`src/rtl/range_stream_driver.sv`:
```
// Buffers up to DEPTH samples and replays them as one go/finish framed burst.
// Optional RANGE_CHECK_EN macro adds a running max/min self-check of range_in.
module range_stream_driver #(
  parameter int WIDTH = 8,
  parameter int DEPTH = 16,
  localparam int CW = $clog2(DEPTH + 1),
  localparam int AW = (DEPTH > 1) ? $clog2(DEPTH) : 1
) (
  input  logic             clock,
  input  logic             reset,
  input  logic [WIDTH-1:0] load_data,
  input  logic             load_valid,
  output logic             load_ready,
  input  logic             start,
  input  logic             clear,
  output logic [CW-1:0]    count,
  output logic             busy,
  output logic             done,
  output logic [WIDTH-1:0] data_out,
  output logic             go,
  output logic             finish,
  input  logic [WIDTH-1:0] range_in,
  output logic [WIDTH-1:0] exp_range,
  output logic             mismatch
);

  typedef enum logic [2:0] {IDLE, FIRST, MID, LAST, GAP} state_t;

  state_t           state_q, state_d;
  logic [AW-1:0]    idx_q, idx_d;
  logic [CW-1:0]    count_q, count_d;
  logic [WIDTH-1:0] data_q, data_d;
  logic             go_q, go_d;
  logic             finish_q, finish_d;
  logic             done_q, done_d;
  logic             busy_q;
  logic [AW-1:0]    last_idx;
  logic             load_accept;
  logic             do_clear;

  logic [WIDTH-1:0] mem [DEPTH];

  assign load_ready  = (state_q == IDLE) && (count_q < CW'(DEPTH)) && !start && !clear;
  assign load_accept = load_valid && load_ready;
  assign do_clear    = (state_q == IDLE) && clear;
  assign last_idx    = AW'(count_q - CW'(1));

  // NOTE: the sample store carries no reset; count alone defines which entries are valid.
  always_ff @(posedge clock) begin
    if (load_accept) mem[count_q[AW-1:0]] <= load_data;
  end

  // The d-side values are what the registered outputs will show once the state advances.
  always_comb begin
    // NOTE: every signal gets a default first so no path leaves one unassigned (no latches).
    state_d  = state_q;
    idx_d    = idx_q;
    count_d  = count_q;
    data_d   = data_q;
    go_d     = 1'b0;
    finish_d = 1'b0;
    done_d   = 1'b0;
    unique case (state_q)
      IDLE: begin
        if (do_clear) begin
          count_d = '0;
        end else if (start && (count_q != '0)) begin
          state_d = FIRST;
          go_d    = 1'b1;
          data_d  = mem[0];
          idx_d   = AW'(1);
        end else if (load_accept) begin
          count_d = count_q + CW'(1);
        end
      end
      FIRST: begin
        if (count_q <= CW'(2)) begin
          state_d  = LAST;
          finish_d = 1'b1;
          data_d   = mem[last_idx];
        end else begin
          state_d = MID;
          data_d  = mem[1];
          idx_d   = AW'(2);
        end
      end
      MID: begin
        data_d = mem[idx_q];
        idx_d  = idx_q + AW'(1);
        if (idx_q == last_idx) begin
          state_d  = LAST;
          finish_d = 1'b1;
        end
      end
      LAST: begin
        state_d = GAP;
        done_d  = 1'b1;
        data_d  = '0;
      end
      GAP: begin
        state_d = IDLE;
      end
      default: begin
        state_d = IDLE;
        data_d  = '0;
      end
    endcase
  end

  // NOTE: sequential state uses non-blocking assignments so all registers update together.
  always_ff @(posedge clock or posedge reset) begin
    if (reset) begin
      state_q  <= IDLE;
      idx_q    <= '0;
      count_q  <= '0;
      data_q   <= '0;
      go_q     <= 1'b0;
      finish_q <= 1'b0;
      done_q   <= 1'b0;
      busy_q   <= 1'b0;
    end else begin
      state_q  <= state_d;
      idx_q    <= idx_d;
      count_q  <= count_d;
      data_q   <= data_d;
      go_q     <= go_d;
      finish_q <= finish_d;
      done_q   <= done_d;
      busy_q   <= (state_d != IDLE);
    end
  end

  assign count    = count_q;
  assign busy     = busy_q;
  assign done     = done_q;
  assign data_out = data_q;
  assign go       = go_q;
  assign finish   = finish_q;

`ifdef RANGE_CHECK_EN
  logic [WIDTH-1:0] max_q, min_q, exp_q;
  logic [WIDTH-1:0] max_d, min_d;
  logic             mismatch_q;

  // The first sample after an empty buffer seeds both extremes.
  always_comb begin
    max_d = load_data;
    min_d = load_data;
    if (count_q != '0) begin
      if (max_q > load_data) max_d = max_q;
      if (min_q < load_data) min_d = min_q;
    end
  end

  always_ff @(posedge clock or posedge reset) begin
    if (reset) begin
      max_q      <= '0;
      min_q      <= '0;
      exp_q      <= '0;
      mismatch_q <= 1'b0;
    end else if (do_clear) begin
      max_q      <= '0;
      min_q      <= '0;
      exp_q      <= '0;
      mismatch_q <= 1'b0;
    end else begin
      if (load_accept) begin
        max_q <= max_d;
        min_q <= min_d;
        exp_q <= max_d - min_d;
      end
      if ((state_q == IDLE) && (state_d == FIRST)) begin
        mismatch_q <= 1'b0;
      end else if (state_q == GAP) begin
        mismatch_q <= (range_in != exp_q);
      end
    end
  end

  assign exp_range = exp_q;
  assign mismatch  = mismatch_q;
`else
  logic unused_range_in;
  assign unused_range_in = ^range_in;
  assign exp_range       = '0;
  assign mismatch        = 1'b0;
`endif

endmodule

```
`config.mk`:
```
export PLATFORM = sky130hd
export DESIGN_NAME = range_stream_driver
export DESIGN_NICKNAME = d
export VERILOG_FILES = /design/src/rtl/range_stream_driver.sv
export SDC_FILE = /design/constraint.sdc
export NUM_CORES = 1
export LEC_CHECK = 0
export BUFFER_PORTS_ARGS = -buffer_cell sky130_fd_sc_hd__buf_4
export CORE_MARGIN = 3
export CORE_UTILIZATION = 61
export DETAILED_ROUTE_END_ITERATION = 8
export GPL_TIMING_DRIVEN = 0
export PLACE_DENSITY = 0.82
export SYNTH_ARGS = -nofsm -noshare
export SYNTH_HDL_FRONTEND = slang
export SYNTH_SLANG_ARGS = --single-unit
```
`constraint.sdc`:
```
create_clock -name clock -period 3.4 [get_ports clock]
set_input_delay 0.68 -clock clock [delete_from_list [all_inputs] [get_ports clock]]
set_output_delay 0.68 -clock clock [all_outputs]
set_load 0.03 [all_outputs]
```
==> parameters.txt <==
Parameter                              Value

Run status
  Outcome    finished, final reports clean

GRT
  GRT overflow    0
  First-pass GRT wire length    28500 um
  Total routing usage reported by global routing    30.3%
  Largest net degree at the start of global routing    25
  Vias in the first global route    4693
  Initial antenna violation count    0

Power and ir drop
  Leakage component of the power    2.92 nW
  Peak VDD IR    0.752 mV
  Power per Cell Area    785 nW/um2

STA
  Final cycle utilization of the critical path    97.4%
  Total negative slack for setup checks    0 ns
  Number of pins with negative max-slew slack in the final report    0
  RSZ-0062 raised after global routing    yes
  Clk_skew    0.00678 ns
  Max Clk Rate    302 MHz
  Time the worst path needs with I/O delays and setup    3.31 ns
  Normalized max-slew margin    15.7%
  Final worst slack    0.0900 ns
  Final Hold Vio Count    0
  Setup-failing EPs final    0
  Slew of the pin with the lowest slew margin    1.25 ns

Synthesis
  Top cells by area in the synthesized netlist    edfxtp_1 (52%), mux4_2 (19%), dfrtp_1 (8.1%), nand2_1 (1.7%), a32o_1 (1.6%)
  Top_reg_cell synth    edfxtp_1
  Proportion of synthesized chip area in sequential cells    60.1%
  Number of unique standard cell types used by synthesis    55
  Number of storage elements in the synthesis netlist    152
  Post-synth ARST share    15.8%
  Number of standard cells after synthesis    455
  Mean post-synth cell area    16.2 um2
  Synth Warn #    0
  Number of synthesized flops with an enable pin    128
  Synthesized area    7390 um2
  Fraction of post-synthesis cell area in the top cell type by area    52.0%
  Library cell with the largest summed area after synthesis    edfxtp_1

Worst hold path
  Terminating pin of the worst hold path    count[0]
  Worst Min Path Start    clear
  Hold Crit Class    input pin to flip-flop
  Worst hold stages    2

Critical path
  Reg-to-reg critical path endpoint    data_out[3]
  Arrival time worst endpoint    3.67 ns
  Startpoint of the lowest-slack register-to-register path    count[0]
  Worst-path cell chain    buf_6 > buf_4 > inv_1 > ha_1 > nor4b_2 > or2_2 > a21oi_1 > a21oi_1 > o21ba_1
  Nature of the critical path endpoint    flip-flop
  Crit Path Class    flip-flop to flip-flop
  Required time of the worst setup path    3.76 ns
  Most common cell on crit path    a21oi_1
  Number of buffer and inverter instances along the worst setup path    3
  Largest delay contributor family on the critical path    compound AO/OA/AOI/OAI gates
  Peak fanout along the critical path    10
  Internal reg-to-reg setup slack    0.09 ns
  Slowest CP cell    a21oi_1
  Cell depth of the worst flop-to-flop path    9
  Launching element type of the critical path    flip-flop
  Highest cell delay on the worst timing path    0.79 ns

Placed design
  Placed wire-length estimate    13100 um
  Final weighted congestion in routability-driven placement    0.919
  Dpl ws    -0.682 ns
  Port Buf Inserts    30

Drt
  Via density per instance    7.23
  Final WL    19200 um
  Vias    4796
  Number of nets with antenna violations after detailed routing    0
  DR iter-0 viols    648
  Drt wl/cell    28.9 um
  Number of optimization iterations in the first detailed-route pass    5
  Number of remaining DRC errors    0

Clock tree
  Number of H-tree levels    4
  Worst-Skew Late Latency    0.43 ns
  CTS clk-pin slew, worst paths    0.06 ns
  Number of clock sinks seen by CTS    152
  Clock tree from TritonCTS    yes
  Maximum buffer depth of the clock tree    2
  Master cell of the clock root buffer    clkbuf_16
  Post-CTS setup repair buffer count    0
  Number of buffers created by CTS    17

Cells and area
  Most common cell after layout, fill and taps aside    edfxtp_1
  Commonest cells after routing, fill and taps aside    edfxtp_1 (128), mux4_2 (64), buf_4 (41)
  Filler Cell Count    688
  Final core utilization    72.8%
  Total number of nets in the final design    536
  Multi-input combinational cell area    2760 um2
  Register area    4450 um2
  Synthesis-to-layout area growth    14.3%
  Layout cell share with drive strength beyond 1    32.1%
  Count of inserted antenna diode cells    0

Run
  Max-cap violation count    0

Floorplanning
  Area of the die    13500 um2
  Starting density of the core    63.7%
  Floorplan core area    11600 um2
  DIE WIDTH    116 um
  Cell Rows    39
  Ports    48
  Vertical die dimension    116 um
## how the worst max path moves through the flow
stage / from / endpoint / slack [ns] / cells after the start
2_1_floorplan: count[0] / data_out[3] / 0.19 / 10
3_5_place_dp: count[0] / data_out[2] / -0.68 / 11
3_3_place_gp: count[0] / data_out[2] / -0.65 / 11
6_report: count[0] / data_out[3] / 0.09 / 9
5_1_grt: count[0] / data_out[3] / -0.006 / 10
4_1_cts: count[0] / data_out[3] / 0.04 / 10
## kinds of logic (layout without fill, tap and decap cells)
| kind of cell | Yosys count | count (layout) | share of synthesized area [%] |
|---|---|---|---|
| AOI/OAI and AO/OA | 86 | 86 | 8.92 |
| xor gates and xnor gates | 9 | 9 | 1.07 |
| adders and majority gates | 5 | 5 | 0.846 |
| buffers and inverters | 50 | 107 | 3.35 |
| DFF | 152 | 152 | 60.1 |
| muxes | 69 | 69 | 20.2 |
| other | 1 | 9 | 0.0507 |
| and+or+nand+nor | 83 | 83 | 5.47 |
## power breakdown
part / internal [mW] / switching, mW
logic: 1.07 / 1.49
registers: 2.12 / 0.102
clock network: 1.14 / 0.711
## metrics by stage
| stage | hold WS [ns] | instance area, um2 | cells | power (mW) |
|---|---|---|---|---|
| after CTS | 0.463 | 8440 | 664 | 6.59 |
| after detailed placement | 0.588 | 7830 | 636 | 4.72 |
| after global routing | 0.471 | 8450 | 663 | 6.87 |
| after floorplan | 0.554 | 7420 | 463 | 4.00 |
| after global placement | 0.595 | 7830 | 636 | 4.66 |
| final | 0.472 | 8450 | 663 | 6.64 |
## repair_timing
| action | CTS | global route |
|---|---|---|
| pin swaps | 0 | 0 |
| setup endpoints to repair | 12 | 24 |
| resized for setup | 13 | 3 |
| hold buffers | 0 | 0 |
| endpoints found under the hold margin | 0 | 0 |
## cell type report
cell class / count / share of cell area (%)
Inverter: 7 / 0.311
Clock inverter: 12 / 1.81
Sequential cell: 152 / 52.6
Tap cell: 143 / 2.12
Clock buffer: 17 / 5.03
Buffer: 41 / 2.83
Timing Repair Buffer: 30 / 2.66
Multi-Input combinational cell: 261 / 32.6
## worst register-to-register path, cell delays in order (launching register included)
cell     delay (ns)
dfrtp_2        0.46
buf_6          0.23
buf_4          0.29
inv_1          0.23
ha_1           0.34
nor4b_2        0.21
or2_2          0.32
a21oi_1        0.79
a21oi_1        0.11
o21ba_1        0.27
## metal layers
layer / GRT usage (%) / vias to the layer above / share of wire (%)
met1: 40.5 / 2340 / 35
met2: 45.2 / 426 / 47
li1: - / 1955 / -
met5: 0 / - / 0
met3: 9.97 / 75 / 13
met4: 15.0 / 0 / 4.9
## cells in the mapped netlist, types with 3 or more instances
library cell,count
a211oi_1,6
a21oi_1,18
a21o_1,7
inv_1,7
dfrtp_1,24
buf_4,10
ha_1,5
edfxtp_1,128
nand2_1,34
a32oi_1,4
a221oi_1,6
nand2b_1,3
mux2i_1,5
nor2_1,17
and3_1,3
xnor2_1,4
buf_2,12
nor3_1,8
a31oi_1,6
a21oi_2,7
o21ai_0,3
xor2_1,5
mux4_2,64
a32o_1,12
clkbuf_1,18
## sequential cells by signal (all words and copies together), names as in the netlist
name / cells
data_out: 8
idx_q: 4
count: 5
go: 1
mem: 128
finish: 1
state_q: 3
done: 1
busy: 1
No activity file was read; power rests on OpenSTA's default activity.
